`src/rtl/sc_config_master.sv`:
```
// Configuration-bus master: queues host register commands in a small FIFO and
// replays them one at a time as Avalon-MM transfers, returning read responses.
module sc_config_master #(
    parameter int FIFO_DEPTH = 4,
    parameter int TIMEOUT    = 255
) (
    input  logic        clk_i,
    input  logic        rst_i,
    input  logic        cmd_valid_i,
    output logic        cmd_ready_o,
    input  logic        cmd_write_i,
    input  logic [3:0]  cmd_addr_i,
    input  logic [31:0] cmd_data_i,
    input  logic [3:0]  cmd_be_i,
    output logic        rsp_valid_o,
    input  logic        rsp_ready_i,
    output logic [31:0] rsp_data_o,
    output logic        rsp_err_o,
    output logic        err_sticky_o,
    output logic        busy_o,
    output logic [3:0]  avm_address_o,
    output logic [31:0] avm_writedata_o,
    output logic [3:0]  avm_byteenable_o,
    output logic        avm_write_o,
    output logic        avm_read_o,
    output logic        avm_chipselect_o,
    input  logic [31:0] avm_readdata_i,
    input  logic        avm_waitrequest_n_i
);

    localparam int          AW      = $clog2(FIFO_DEPTH);
    localparam logic [AW:0] DEPTH_C = (AW + 1)'(FIFO_DEPTH);
    localparam logic [7:0]  TMO_C   = 8'(TIMEOUT);

    localparam logic [1:0] S_IDLE   = 2'd0;
    localparam logic [1:0] S_ACCESS = 2'd1;
    localparam logic [1:0] S_RESP   = 2'd2;

    // FIFO entry layout: {write, addr[3:0], data[31:0], be[3:0]}
    logic [40:0]   r_mem [FIFO_DEPTH];
    logic [AW-1:0] r_wptr;
    logic [AW-1:0] r_rptr;
    logic [AW:0]   r_count;
    logic [1:0]    r_state;
    logic [7:0]    r_tmo;

    logic          w_full;
    logic          w_push;
    logic          w_pop;
    logic [40:0]   w_head;

    assign w_full      = (r_count == DEPTH_C);
    assign cmd_ready_o = !w_full;
    assign w_push      = cmd_valid_i && !w_full;
    assign w_pop       = (r_state == S_IDLE) && (r_count != '0);
    assign w_head      = r_mem[r_rptr];
    assign busy_o      = (r_count != '0) || (r_state != S_IDLE);

    always_ff @(posedge clk_i) begin
        if (w_push) begin
            r_mem[r_wptr] <= {cmd_write_i, cmd_addr_i, cmd_data_i, cmd_be_i};
        end
    end

    // Depth is a power of two, so the pointers wrap on their own.
    always_ff @(posedge clk_i or posedge rst_i) begin
        if (rst_i) begin
            r_wptr  <= '0;
            r_rptr  <= '0;
            r_count <= '0;
        end else begin
            if (w_push) begin
                r_wptr <= r_wptr + 1'b1;
            end
            if (w_pop) begin
                r_rptr <= r_rptr + 1'b1;
            end
            case ({w_push, w_pop})
                2'b10:   r_count <= r_count + 1'b1;
                2'b01:   r_count <= r_count - 1'b1;
                default: r_count <= r_count;
            endcase
        end
    end

    always_ff @(posedge clk_i or posedge rst_i) begin
        if (rst_i) begin
            r_state          <= S_IDLE;
            r_tmo            <= '0;
            avm_address_o    <= '0;
            avm_writedata_o  <= '0;
            avm_byteenable_o <= '0;
            avm_write_o      <= 1'b0;
            avm_read_o       <= 1'b0;
            avm_chipselect_o <= 1'b0;
            rsp_valid_o      <= 1'b0;
            rsp_data_o       <= '0;
            rsp_err_o        <= 1'b0;
            err_sticky_o     <= 1'b0;
        end else begin
            case (r_state)
                S_IDLE: begin
                    if (w_pop) begin
                        avm_chipselect_o <= 1'b1;
                        avm_write_o      <= w_head[40];
                        avm_read_o       <= !w_head[40];
                        avm_address_o    <= w_head[39:36];
                        avm_writedata_o  <= w_head[35:4];
                        avm_byteenable_o <= w_head[40] ? w_head[3:0] : 4'hF;
                        r_tmo            <= '0;
                        r_state          <= S_ACCESS;
                    end
                end
                S_ACCESS: begin
                    // A completing slave wins over a timeout landing in the same cycle.
                    if (avm_waitrequest_n_i) begin
                        avm_chipselect_o <= 1'b0;
                        avm_write_o      <= 1'b0;
                        avm_read_o       <= 1'b0;
                        if (avm_read_o) begin
                            rsp_data_o  <= avm_readdata_i;
                            rsp_err_o   <= 1'b0;
                            rsp_valid_o <= 1'b1;
                            r_state     <= S_RESP;
                        end else begin
                            r_state     <= S_IDLE;
                        end
                    end else if (r_tmo == TMO_C) begin
                        avm_chipselect_o <= 1'b0;
                        avm_write_o      <= 1'b0;
                        avm_read_o       <= 1'b0;
                        err_sticky_o     <= 1'b1;
                        if (avm_read_o) begin
                            rsp_data_o  <= '0;
                            rsp_err_o   <= 1'b1;
                            rsp_valid_o <= 1'b1;
                            r_state     <= S_RESP;
                        end else begin
                            r_state     <= S_IDLE;
                        end
                    end else begin
                        r_tmo <= r_tmo + 8'd1;
                    end
                end
                S_RESP: begin
                    if (rsp_ready_i) begin
                        rsp_valid_o <= 1'b0;
                        r_state     <= S_IDLE;
                    end
                end
                default: begin
                    r_state <= S_IDLE;
                end
            endcase
        end
    end

endmodule

```
`config.mk`:
```
export PLATFORM = sky130hd
export DESIGN_NAME = sc_config_master
export DESIGN_NICKNAME = d
export VERILOG_FILES = /design/src/rtl/sc_config_master.sv
export SDC_FILE = /design/constraint.sdc
export NUM_CORES = 1
export LEC_CHECK = 0
export CORE_ASPECT_RATIO = 1.75
export CORE_MARGIN = 1.5
export CORE_UTILIZATION = 30
export DETAILED_ROUTE_END_ITERATION = 6
export DONT_BUFFER_PORTS = 1
export PLACE_DENSITY = 0.5
export SLEW_MARGIN = 30
export SYNTH_ARGS = -nofsm -noshare
export SYNTH_HDL_FRONTEND = slang
export SYNTH_SLANG_ARGS = --single-unit
```
`constraint.sdc`:
```
create_clock -name clk_i -period 7.8 [get_ports clk_i]
set_input_delay 1.56 -clock clk_i [delete_from_list [all_inputs] [get_ports clk_i]]
set_output_delay 1.56 -clock clk_i [all_outputs]
set_load 0.01 [all_outputs]
```
**Word level (Yosys, flattened, before mapping)**

Memory sizes are Yosys's and may differ from the RTL's.
Index checks and enable logic that the tools add are counted.

- Bits in registers: 95
- Memory bits (writable): 164
- Output and inout port bits: 80
- Logic and storage cells: 89
- Memories: 1

Memory list:

| name | depth | width | rd ports | clocked after memory_dff | wr ports | RTL line | RTL |
|---|---|---|---|---|---|---|---|
| r_mem | 4 | 41 | 1 | 0 | 1 | 40 | `logic [40:0] r_mem [FIFO_DEPTH];` |

- Add/sub/neg operators: 5
- Equal/unequal tests: 13
- Multiplexer cells: 35
- Bitwise gates (word level): 1
- Reduce and logical (&&, ||, !) cells: 19

Operator list:

| kind | count |
|---|---|
| $mux 32 | 4 |
| $mux 8 | 3 |
| $pmux 8 s2 | 1 |
| $mux 1 | 15 |
| $ne 2x2->1 const B | 6 |
| $reduce_and 3->1 | 4 |
| $mux 2 | 5 |
| $reduce_bool 2->1 | 5 |
| $add 8x1->8 const B | 1 |
| $eq 8x8->1 const B | 1 |
| $pmux 1 s2 | 4 |
| $reduce_and 4->1 | 2 |
| $pmux 2 s3 | 1 |
| $pmux 3 s2 | 1 |
| $add 2x1->2 const B | 2 |
| $eq 2x1->1 const B | 2 |
| $eq 2x2->1 const B | 2 |
| $mux 4 | 1 |
| $add 3x1->3 const B | 1 |
| $eq 3x3->1 const B | 1 |
| $ne 3x3->1 const B | 1 |
| $reduce_bool 3->1 | 1 |
| $sub 3x1->3 const B | 1 |
| $logic_and 1x1->1 | 2 |
| other kinds (5) | 6 |

**Depth between registers and ports, before layout**

Gate-level depths: netlist (run 1).

- Word-level depth: 5
- Mapped depth: 11
- Gate-level depth less buffers: 10

**Worst setup path after synthesis (run 1)**

OpenSTA, ideal clock, no wires.

- Path kind: input to register
- Start point: in cmd_valid_i
- End point: mem r_mem[0][0] (enable)
- Data arrival time: 2588 ps
- Required time: 7397 ps
- Slack: 4809 ps
- Stages: 1
- Cell sequence: and3_1

- Word-level cells in the longest chain between the ends: 3

Ends and longest elaborated chain:

| item | RTL line | RTL |
|---|---|---|
| start: declaration | 9 | `input logic cmd_valid_i,` |
| $logic_and 1x1->1 | 54 | `assign w_push = cmd_valid_i && !w_full;` |
| $mux 1 | 60 | `if (w_push) begin` |
| $mux 1 (implied by the code) | 61 | `r_mem[r_wptr] <= {cmd_write_i, cmd_addr_i, cmd_data_i, cmd_be_i};` |
| end: declaration | 40 |  |

Every way passes these cells.

**Worst setup path after layout (run 1)**

- Start point: reg r_state[1]
- End point: out busy_o

- Word-level cells in the longest chain between the ends: 2

Ends and longest elaborated chain:

| item | RTL line | RTL |
|---|---|---|
| start: declaration | 44 | `logic [1:0] r_state;` |
| start signal: assignment | 88 | `r_state <= S_IDLE;` |
| start signal: assignment | 111 | `r_state <= S_ACCESS;` |
| start signal: assignment | 124 | `r_state <= S_RESP;` |
| $reduce_bool 2->1 | 57 | `assign busy_o = (r_count != '0) \|\| (r_state != S_IDLE);` |
| $logic_or 1x1->1 | 57 |  |
| end: declaration | 20 | `output logic busy_o,` |

Every way passes these cells.

==> impl_metrics.ini, run 1 <==
[run_status]
outcome = complete, but fails checks
failed_checks = DRC

[synthesis]
synth_nets = 657
yosysSeqAreaShare_pct = 75.15
syn_area_mm2 = 0.009717
ys_ff_latch = 259
syn_area_per_cell_um2 = 16.99
async_flop_share_pct = 36.68
synth.area.top_cells = edfxtp_1, dfrtp_1, mux4_2, nand2_1, a22o_1
synth_area_leader_cell = edfxtp_1
syn-instance-count = 572
synth_top_area_share_pct = 50.68
ys.warnings.count = 0
synth_ff_type = edfxtp_1
ys_types = 41
synth_edf_count = 164

[worst_setup_path]
reg2reg_setup_slack_ns = 4.90
cp_max_fo = 5
end_kind = output pin
startpoint_type = flop
worst-setup-path-type = reg2out
required_ns = 6.24
ff2ff_path_depth = 11
cp.arrival_ns = 1.38

[clock_network]
cts.repair.resized = 0
clk_pin_slew_ns = 0.07
clock-sinks = 259
htree_levels = 1
cts_tree = yes
holdBufCountCts = 0
clockRootBuffer = clkbuf_16
clk_latency_ns = 0.53
clock_path_buffers = 3
cts_setup_buffers = 0
numCtsBuffers = 24

[placed_design]
placed_cell_area_mm2 = 0.01016
port-buffer-count = 0
hpwl_um = 11880
gp_congestion = 0.7006
dp.cells = 952

[cells_and_area]
finalInstanceArea_mm2 = 0.01105
drive_gt1_share_pct = 18.09
seqCellArea_mm2 = 0.007307
stdcell_count = 997
nFillCells = 3016
syn_to_final_growth_pct = 13.71
multiInputGateArea_mm2 = 0.002251
final_util_pct = 34.41
n_antenna_cell = 0
nNetsFinal = 664

[min_path]
whs_path_depth = 1
hold_path.class = reg2reg

[pwr]
p_seq_share_pct = 48.3
power_leakage_uw = 0.004127
swShare_pct = 32.07
power.density_mw_per_mm2 = 415.4
intPower_uw = 3118
power_frac_comb_pct = 24.5
p_sw_uw = 1472
ir_drop_uv = 145.2
clkPwrFrac_pct = 27.2

[timing]
drv_slew = 0
finalSetupTns_ns = 0
hold_viol = 0
clock_skew_ns = 0.007644
setup_violations = 0
slew_headroom_pct = 46.19
tightestPinTransition_ns = 0.8041
rsz0062_at_grt = no
post-route-period-util_pct = 37.65
period_minus_slack_ns = 2.936
timing.fmax_mhz = 340.5

[floorplanning]
fp.dieW_um = 139.0
num_rows = 87
io_pins = 158
die_h_um = 241.1
die-area_mm2 = 0.03352
initial_core_util_pct = 30.26
core_region_area_mm2 = 0.03211

[job]
maxCapViolCount = 0

[global_routing]
grt_pass1_vias = 5148
grt_usage_pct = 12.02
grt_pass1_wl_um = 30620
grt_max_degree = 53
grt-ovfl-total = 0
antenna_found_initial = 0

[routing]
firstDrtPassIters = 7
avgViaCountPerCell = 4.835
ant_nets = 0
drc_errors = 22
initialDrtViolationCount = 236
totalWireLength_um = 20300
detail_route.wl_per_cell_um = 20.36
via_count = 4820
## cells in the final DEF (no fill, tap or decap), types with 3 or more instances in the layout
master and count:
a22o_1 32, nand2_1 116, nor2_1 15, clkbuf_16 27, and3_2 5, xnor2_1 5, nor3b_1 5, ha_1 6
nand3_1 10, edfxtp_1 164, buf_4 8, mux4_2 41, clkinv_2 3, o21ai_0 6, xor2_1 3, dfrtp_1 93
inv_1 10, clkbuf_8 5
## cell type report
class | instances | area share (%)
clock buffers | 35 | 6.874
clock inverters | 9 | 0.9399
inverters | 12 | 0.4303
multi-input cells | 273 | 20.37
flip-flops and latches | 259 | 66.13
well taps | 400 | 4.530
repair buffers | 9 | 0.7247
## layer usage
layer | global-route usage (%) | up-vias | wire length [um]
li1 | - | 2135 | -
met3 | 3.849 | 30 | 1608
met2 | 22.79 | 142 | 11020
met4 | 4.771 | 0 | 552
met5 | 0 | - | 0
met1 | 12.13 | 2513 | 7112
## registers in the layout, indices dropped and copies added (netlist names)
register,cells
r_mem,164
avm_writedata_o,32
rsp_data_o,32
r_tmo,8
avm_address_o,4
avm_byteenable_o,4
r_count,3
r_rptr,2
r_state,2
r_wptr,2
avm_chipselect_o,1
avm_read_o,1
avm_write_o,1
err_sticky_o,1
rsp_err_o,1
rsp_valid_o,1
## Yosys cell counts, drive strengths merged, types with 6 or more instances
cell type / instances
a22o: 32
buf: 19
clkbuf: 9
dfrtp: 95
edfxtp: 164
ha: 6
inv: 12
mux4: 41
nand2: 116
nand3: 10
nor2: 16
nor3b: 6
o21ai: 8
## metrics by stage
| stage | power, uW | hold WS [ns] | worst slack, ns |
|---|---|---|---|
| after floorplan | 3050 | 0.4599 | 3.763 |
| after global routing | 4860 | 0.5215 | 4.695 |
| after CTS | 4672 | 0.4962 | 4.796 |
| final | 4590 | 0.4892 | 4.864 |
| after global placement | 3356 | 0.4755 | 4.859 |
| after detailed placement | 3404 | 0.4867 | 4.841 |
## final timing paths
check,from,endpoint
max,r_state[1],busy_o
min,r_count[0],r_count[0]
max reg2reg,r_state[1],r_count[2]
min reg2reg,r_count[0],r_count[0]
max in group asynchronous,rst_i,rsp_data_o[15]
min in group asynchronous,rst_i,r_count[0]
## worst max-delay path, cell delays in order, from the launching register on
cell and delay [ns]:
dfrtp_1 0.44, nor2_1 0.24, nand2_1 0.17
## cells by family after synthesis
logic type	Yosys count	share of synthesized area (%)
flops	259	75.15
simple gates	165	7.327
compound gates	48	3.940
mux	45	10.03
buf+inv	40	1.854
xor+xnor	8	0.7211
fa+ha+maj	7	0.9786
## power groups by stage
stage / clock, uW / sequential [uW] / combinational (uW)
after detailed placement: 0 / 2300 / 1110
after CTS: 1290 / 2270 / 1110
final: 1250 / 2220 / 1120
after floorplan: 0 / 2130 / 922
after global routing: 1340 / 2260 / 1260
after global placement: 0 / 2280 / 1080
(Power assumes the default switching activity.)
==> inputs of run 2 (changes only) <==
--- a/config.mk
+++ b/config.mk
@@ -5,6 +5,7 @@
 export SDC_FILE = /design/constraint.sdc
 export NUM_CORES = 1
 export LEC_CHECK = 0
+export ABC_AREA = 1
 export CORE_ASPECT_RATIO = 1.75
 export CORE_MARGIN = 1.5
 export CORE_UTILIZATION = 30
==> constraint.sdc (replaced) <==
create_clock -name clk_i -period 3.05 [get_ports clk_i]
set_input_delay 0.61 -clock clk_i [delete_from_list [all_inputs] [get_ports clk_i]]
set_output_delay 0.61 -clock clk_i [all_outputs]
set_load 0.01 [all_outputs]
==> impl_metrics.ini, run 2 <==
[global_routing]
grt_max_degree = 82
antenna_found_initial = 0
grt_pass1_wl_um = 35250
grt_pass1_vias = 6185
grt_usage_pct = 13.41
grt-ovfl-total = 0

[worst_setup_path]
cp.arrival_ns = 2.66
worst-setup-path-type = reg2reg
startpoint_type = flop
cp_max_fo = 8
reg2reg_setup_slack_ns = 0.79
reg2reg_from = r_count[1]
required_ns = 3.45
ff2ff_path_depth = 10
end_kind = flop
rr_endpoint = r_count[2]

[cells_and_area]
seqCellArea_mm2 = 0.007307
finalInstanceArea_mm2 = 0.01132
reg.largest.list = r_mem x164, avm_writedata_o x32, rsp_data_o x32
syn_to_final_growth_pct = 13.20
n_antenna_cell = 0
drive_gt1_share_pct = 8.249
multiInputGateArea_mm2 = 0.002426
regMostFlops = r_mem
stdcell_count = 1290
largest_register_ff_count = 164
nFillCells = 3165
layout_common_cells = nor2_1, nand2_1, edfxtp_1
nNetsFinal = 952
final_common_cell = nor2_1
final_util_pct = 34.38

[timing]
hold_ws_ns = 0.01421
post-route-period-util_pct = 74.04
finalSetupTns_ns = 0
period_minus_slack_ns = 2.258
clock_skew_ns = 0.01645
rsz0062_at_grt = no
tightestPinTransition_ns = 0.9336
slew_headroom_pct = 37.76
timing.fmax_mhz = 442.8
drv_slew = 0
hold_viol = 0
setup_violations = 0

[clock_network]
clk_pin_slew_ns = 0.06
clk_latency_ns = 0.53
cts.repair.resized = 0
cts_tree = yes
numCtsBuffers = 25
clock_path_buffers = 3
cts_setup_buffers = 0
htree_levels = 1
clockRootBuffer = clkbuf_16
holdBufCountCts = 0
clock-sinks = 259

[synthesis]
syn_area_mm2 = 0.009997
synth_edf_count = 164
synth_top_area_share_pct = 49.26
yosysSeqAreaShare_pct = 73.04
synth_area_leader_cell = edfxtp_1
synth_ff_type = edfxtp_1
synth_nets = 949
ys.warnings.count = 0
ys_ff_latch = 259
syn_area_per_cell_um2 = 11.57
syn-instance-count = 864
synth_most_common_cell = nor2_1
ys_types = 28
ys_top_cells_by_count = nor2_1, nand2_1, edfxtp_1
synth.area.top_cells = edfxtp_1, dfrtp_1, nor2_1, nand2_1, o21ai_0
async_flop_share_pct = 36.68

[pwr]
ir_drop_uv = 462.4
power_leakage_uw = 0.004306
power.density_mw_per_mm2 = 1061

[placed_design]
placed_cell_area_mm2 = 0.01049
dp.cells = 1245
gp_congestion = 0.7150
hpwl_um = 14450
port-buffer-count = 0

[routing]
detail_route.wl_per_cell_um = 17.93
initialDrtViolationCount = 293
firstDrtPassIters = 4
avgViaCountPerCell = 4.709
totalWireLength_um = 23130
ant_nets = 0
via_count = 6074
drc_errors = 0

[min_path]
hold_path.class = in2async

[floorplanning]
die_h_um = 244.5
die-area_mm2 = 0.03447
core_region_area_mm2 = 0.03292
io_pins = 158
initial_core_util_pct = 30.37
num_rows = 88
fp.dieW_um = 141.0

[job]
maxCapViolCount = 0

[run_status]
outcome = completed
==> run 2: cell types whose count changed in the layout (fill, tap and decap cells not counted), moves of 6 or more <==
cell and delta:
nor2_1 +184, a31oi_1 +36, nand2_1 +57, buf_4 +7, inv_1 +12, a22o_1 -32
nand3_1 +6, mux4_2 -41, o21ai_0 +75
==> run 2: kinds of logic after synthesis <==
kind of cell	after synthesis	share of synthesized area, %
compound gates	124	6.859
xor+xnor	8	0.7009
buf+inv	67	2.991
fa+ha+maj	7	0.9512
simple gates	399	15.46
flops	259	73.04
==> run 2: report_power, final <==
| part | switching, uW | total [uW] | internal, uW |
|---|---|---|---|
| combinational | 2290 | 3290 | 999 |
| clock | 1290 | 3110 | 1820 |
| sequential | 784 | 5600 | 4820 |
==> run 2: worst max path at each step <==
stage | start | slack [ns] | cells past startpoint | endpoint
after floorplan | cmd_valid_i | 0.09 | 2 | r_mem[0][0]
after global placement | r_count[1] | 0.78 | 10 | r_count[2]
after detailed placement | r_count[1] | 0.79 | 10 | r_count[2]
after CTS | r_count[1] | 0.77 | 10 | r_count[2]
after global routing | r_count[1] | 0.49 | 10 | r_count[2]
final | r_count[1] | 0.79 | 10 | r_count[2]
==> run 2: critical path, cell delays in order (launching register included) <==
cell     delay [ns]
dfrtp_1        0.41
nor2_2         0.23
nand2_1        0.17
nand2_1        0.09
buf_4          0.21
ha_1           0.17
inv_1          0.06
fa_1           0.38
a21oi_1        0.15
o21ai_0        0.11
xor2_1         0.15
==> run 2: metrics by stage <==
step / setup WS [ns] / total power (uW)
finish: 0.7917 / 12000
global route: 0.4909 / 12840
CTS: 0.7668 / 12230
detailed placement: 0.7879 / 9070
global placement: 0.7815 / 9013
floorplan: 0.09167 / 7948
==> run 2: metal layers <==
layer,up-vias,part of all wire (%),GRT usage (%)
li1,2906,-,-
met1,2953,37,13.94
met2,179,52,24.69
met3,36,8.2,4.171
met4,0,2.9,5.515
met5,-,0,0
==> run 2: layout make-up <==
class,count,share of cell area (%)
clock buffer,35,6.379
inverter,26,0.8955
multi-input combinational,538,21.44
tap,405,4.478
timing repair buffer,17,1.349
sequential,259,64.57
clock inverter,10,0.8955
==> inputs of run 3 (changes only) <==
--- a/config.mk
+++ b/config.mk
@@ -5,13 +5,13 @@
 export SDC_FILE = /design/constraint.sdc
 export NUM_CORES = 1
 export LEC_CHECK = 0
-export ABC_AREA = 1
+export ABC_AREA = 0
 export CORE_ASPECT_RATIO = 1.75
 export CORE_MARGIN = 1.5
 export CORE_UTILIZATION = 30
 export DETAILED_ROUTE_END_ITERATION = 6
 export DONT_BUFFER_PORTS = 1
-export PLACE_DENSITY = 0.5
+export PLACE_DENSITY = 0.51
 export SLEW_MARGIN = 30
 export SYNTH_ARGS = -nofsm -noshare
 export SYNTH_HDL_FRONTEND = slang
==> constraint.sdc (replaced) <==
create_clock -name clk_i -period 2 [get_ports clk_i]
set_input_delay 0.4 -clock clk_i [delete_from_list [all_inputs] [get_ports clk_i]]
set_output_delay 0.4 -clock clk_i [all_outputs]
set_load 0.01 [all_outputs]
==> impl_metrics.ini, run 3 (same netlist as run 1, synthesis figures left out) <==
[worst_setup_path]
worst-setup-path-type = reg2reg
cp_max_fo = 3
startpoint_type = flop
critical-path-max-stage-delay_ns = 0.40
required_ns = 2.45
critical-path-slowest-cell = dfrtp_1
path_cells = inv_2, nand3_2, and2_4, inv_2, ha_4, inv_1, fa_2, xor2_1, nor2_1, xor2_1
end_kind = flop
cp_num_buf_inv = 3
cp.arrival_ns = 2.34
critPathTopFamily = adder cells

[floorplanning]
num_rows = 87
die-area_mm2 = 0.03352
fp.dieW_um = 139.0
core_region_area_mm2 = 0.03211
io_pins = 158
die_h_um = 241.1
initial_core_util_pct = 30.26

[timing]
period_minus_slack_ns = 1.888
finalSetupTns_ns = 0
tightestPinTransition_ns = 0.8371
clock_skew_ns = 0.01788
hold_viol = 0
timing.fmax_mhz = 529.5
drv_slew = 0
post-route-period-util_pct = 94.42
rsz0062_at_grt = no
finalWorstSetupSlack_ns = 0.1115
slew_headroom_pct = 43.98
setup_violations = 0

[clock_network]
clk_latency_ns = 0.53
clock-sinks = 259
clk_pin_slew_ns = 0.07
numCtsBuffers = 25
clock_path_buffers = 3
cts_tree = yes
htree_levels = 1
clockRootBuffer = clkbuf_16

[cells_and_area]
nFillCells = 2953
reg.largest.list = r_mem x164, avm_writedata_o x32, rsp_data_o x32
syn_to_final_growth_pct = 23.13
nNetsFinal = 747
largest_register_ff_count = 164
final_common_cell = edfxtp_1
final_util_pct = 37.26
stdcell_count = 1081
regMostFlops = r_mem
drive_gt1_share_pct = 18.82
layout_common_cells = edfxtp_1, nand2_1, dfrtp_1

[placed_design]
hpwl_um = 12420
gp_congestion = 0.7125
dp.cells = 962
place_ws_ns = -0.06843
port-buffer-count = 0

[routing]
totalWireLength_um = 21460
drc_errors = 23
firstDrtPassIters = 7
avgViaCountPerCell = 4.714
initialDrtViolationCount = 209
detail_route.wl_per_cell_um = 19.85
via_count = 5096
ant_nets = 0

[global_routing]
grt_max_degree = 58
antenna_found_initial = 2
grt-ovfl-total = 0
grt_pass1_vias = 5654
grt_usage_pct = 12.81
grt_pass1_wl_um = 32950

[pwr]
power.density_mw_per_mm2 = 1536
power_uw = 18380
ir_drop_uv = 913.5
power_leakage_uw = 0.004509

[job]
maxCapViolCount = 0

[run_status]
failed_checks = DRC
outcome = complete, but fails checks

[min_path]
hold_path.class = in2reg
-- run 3: cell types whose count changed in the layout (fill, tap and decap cells not counted), sizes merged, moves of 12 or more --
cell,delta
mux4,+41
nor2,-189
nand2,-58
o21ai,-74
inv,-12
a22o,+32
a31oi,-36
dlygate4sd3,+72
-- run 3: report_power, final --
group	total (uW)	internal [uW]	leakage (uW)	switching (uW)
clock	4810	2840	0.000432	1970
sequential	8540	7340	0.00268	1200
combinational	5030	2250	0.00140	2770
-- run 3: metrics by stage --
step | area (um2) | hold slack [ns]
after floorplan | 9758 | 0.4598
after global placement | 10370 | 0.3868
after detailed placement | 10370 | 0.3873
after CTS | 11950 | 0.002193
after global routing | 11960 | 0.01626
final | 11960 | 0.02662
-- run 3: timing repair --
item,CTS,global route
buffers inserted,0,1
resized for setup,4,3
cloned,0,0
pin swaps,0,1
hold endpoints to repair,289,0
hold buffers,72,0
setup endpoints to repair,1,3
-- run 3: cell type report --
type / count / area (um2) / area share (%)
Sequential cell: 259 / 7307 / 61.07
Multi-Input combinational cell: 273 / 2275 / 19.01
Timing Repair Buffer: 91 / 979.7 / 8.189
Clock buffer: 34 / 735.7 / 6.149
Tap cell: 400 / 500.5 / 4.183
Clock inverter: 11 / 112.6 / 0.9412
Inverter: 12 / 51.30 / 0.4288
Antenna cell: 1 / 2.502 / 0.02092
-- run 3: worst paths after layout --
kind / slack, ns / startpoint / depth (start not counted) / endpoint
hold reg to reg: 0.54 / err_sticky_o / 1 / err_sticky_o
max in group asynchronous: 1.18 / rst_i / 3 / r_rptr[0]
min in group asynchronous: 0.44 / rst_i / 3 / rsp_data_o[3]
setup reg to reg: 0.11 / r_count[0] / 10 / r_count[2]
hold / removal: 0.03 / avm_readdata_i[2] / 1 / rsp_data_o[2]
setup / recovery: 0.11 / r_count[0] / 10 / r_count[2]
-- run 3: metal layers --
layer	wire [um]	global-route usage (%)	vias to the layer above
li1	-	-	2301
met1	7934	13.95	2610
met2	11570	24.23	146
met3	1401	3.095	37
met4	539	4.288	2
met5	12	0	-
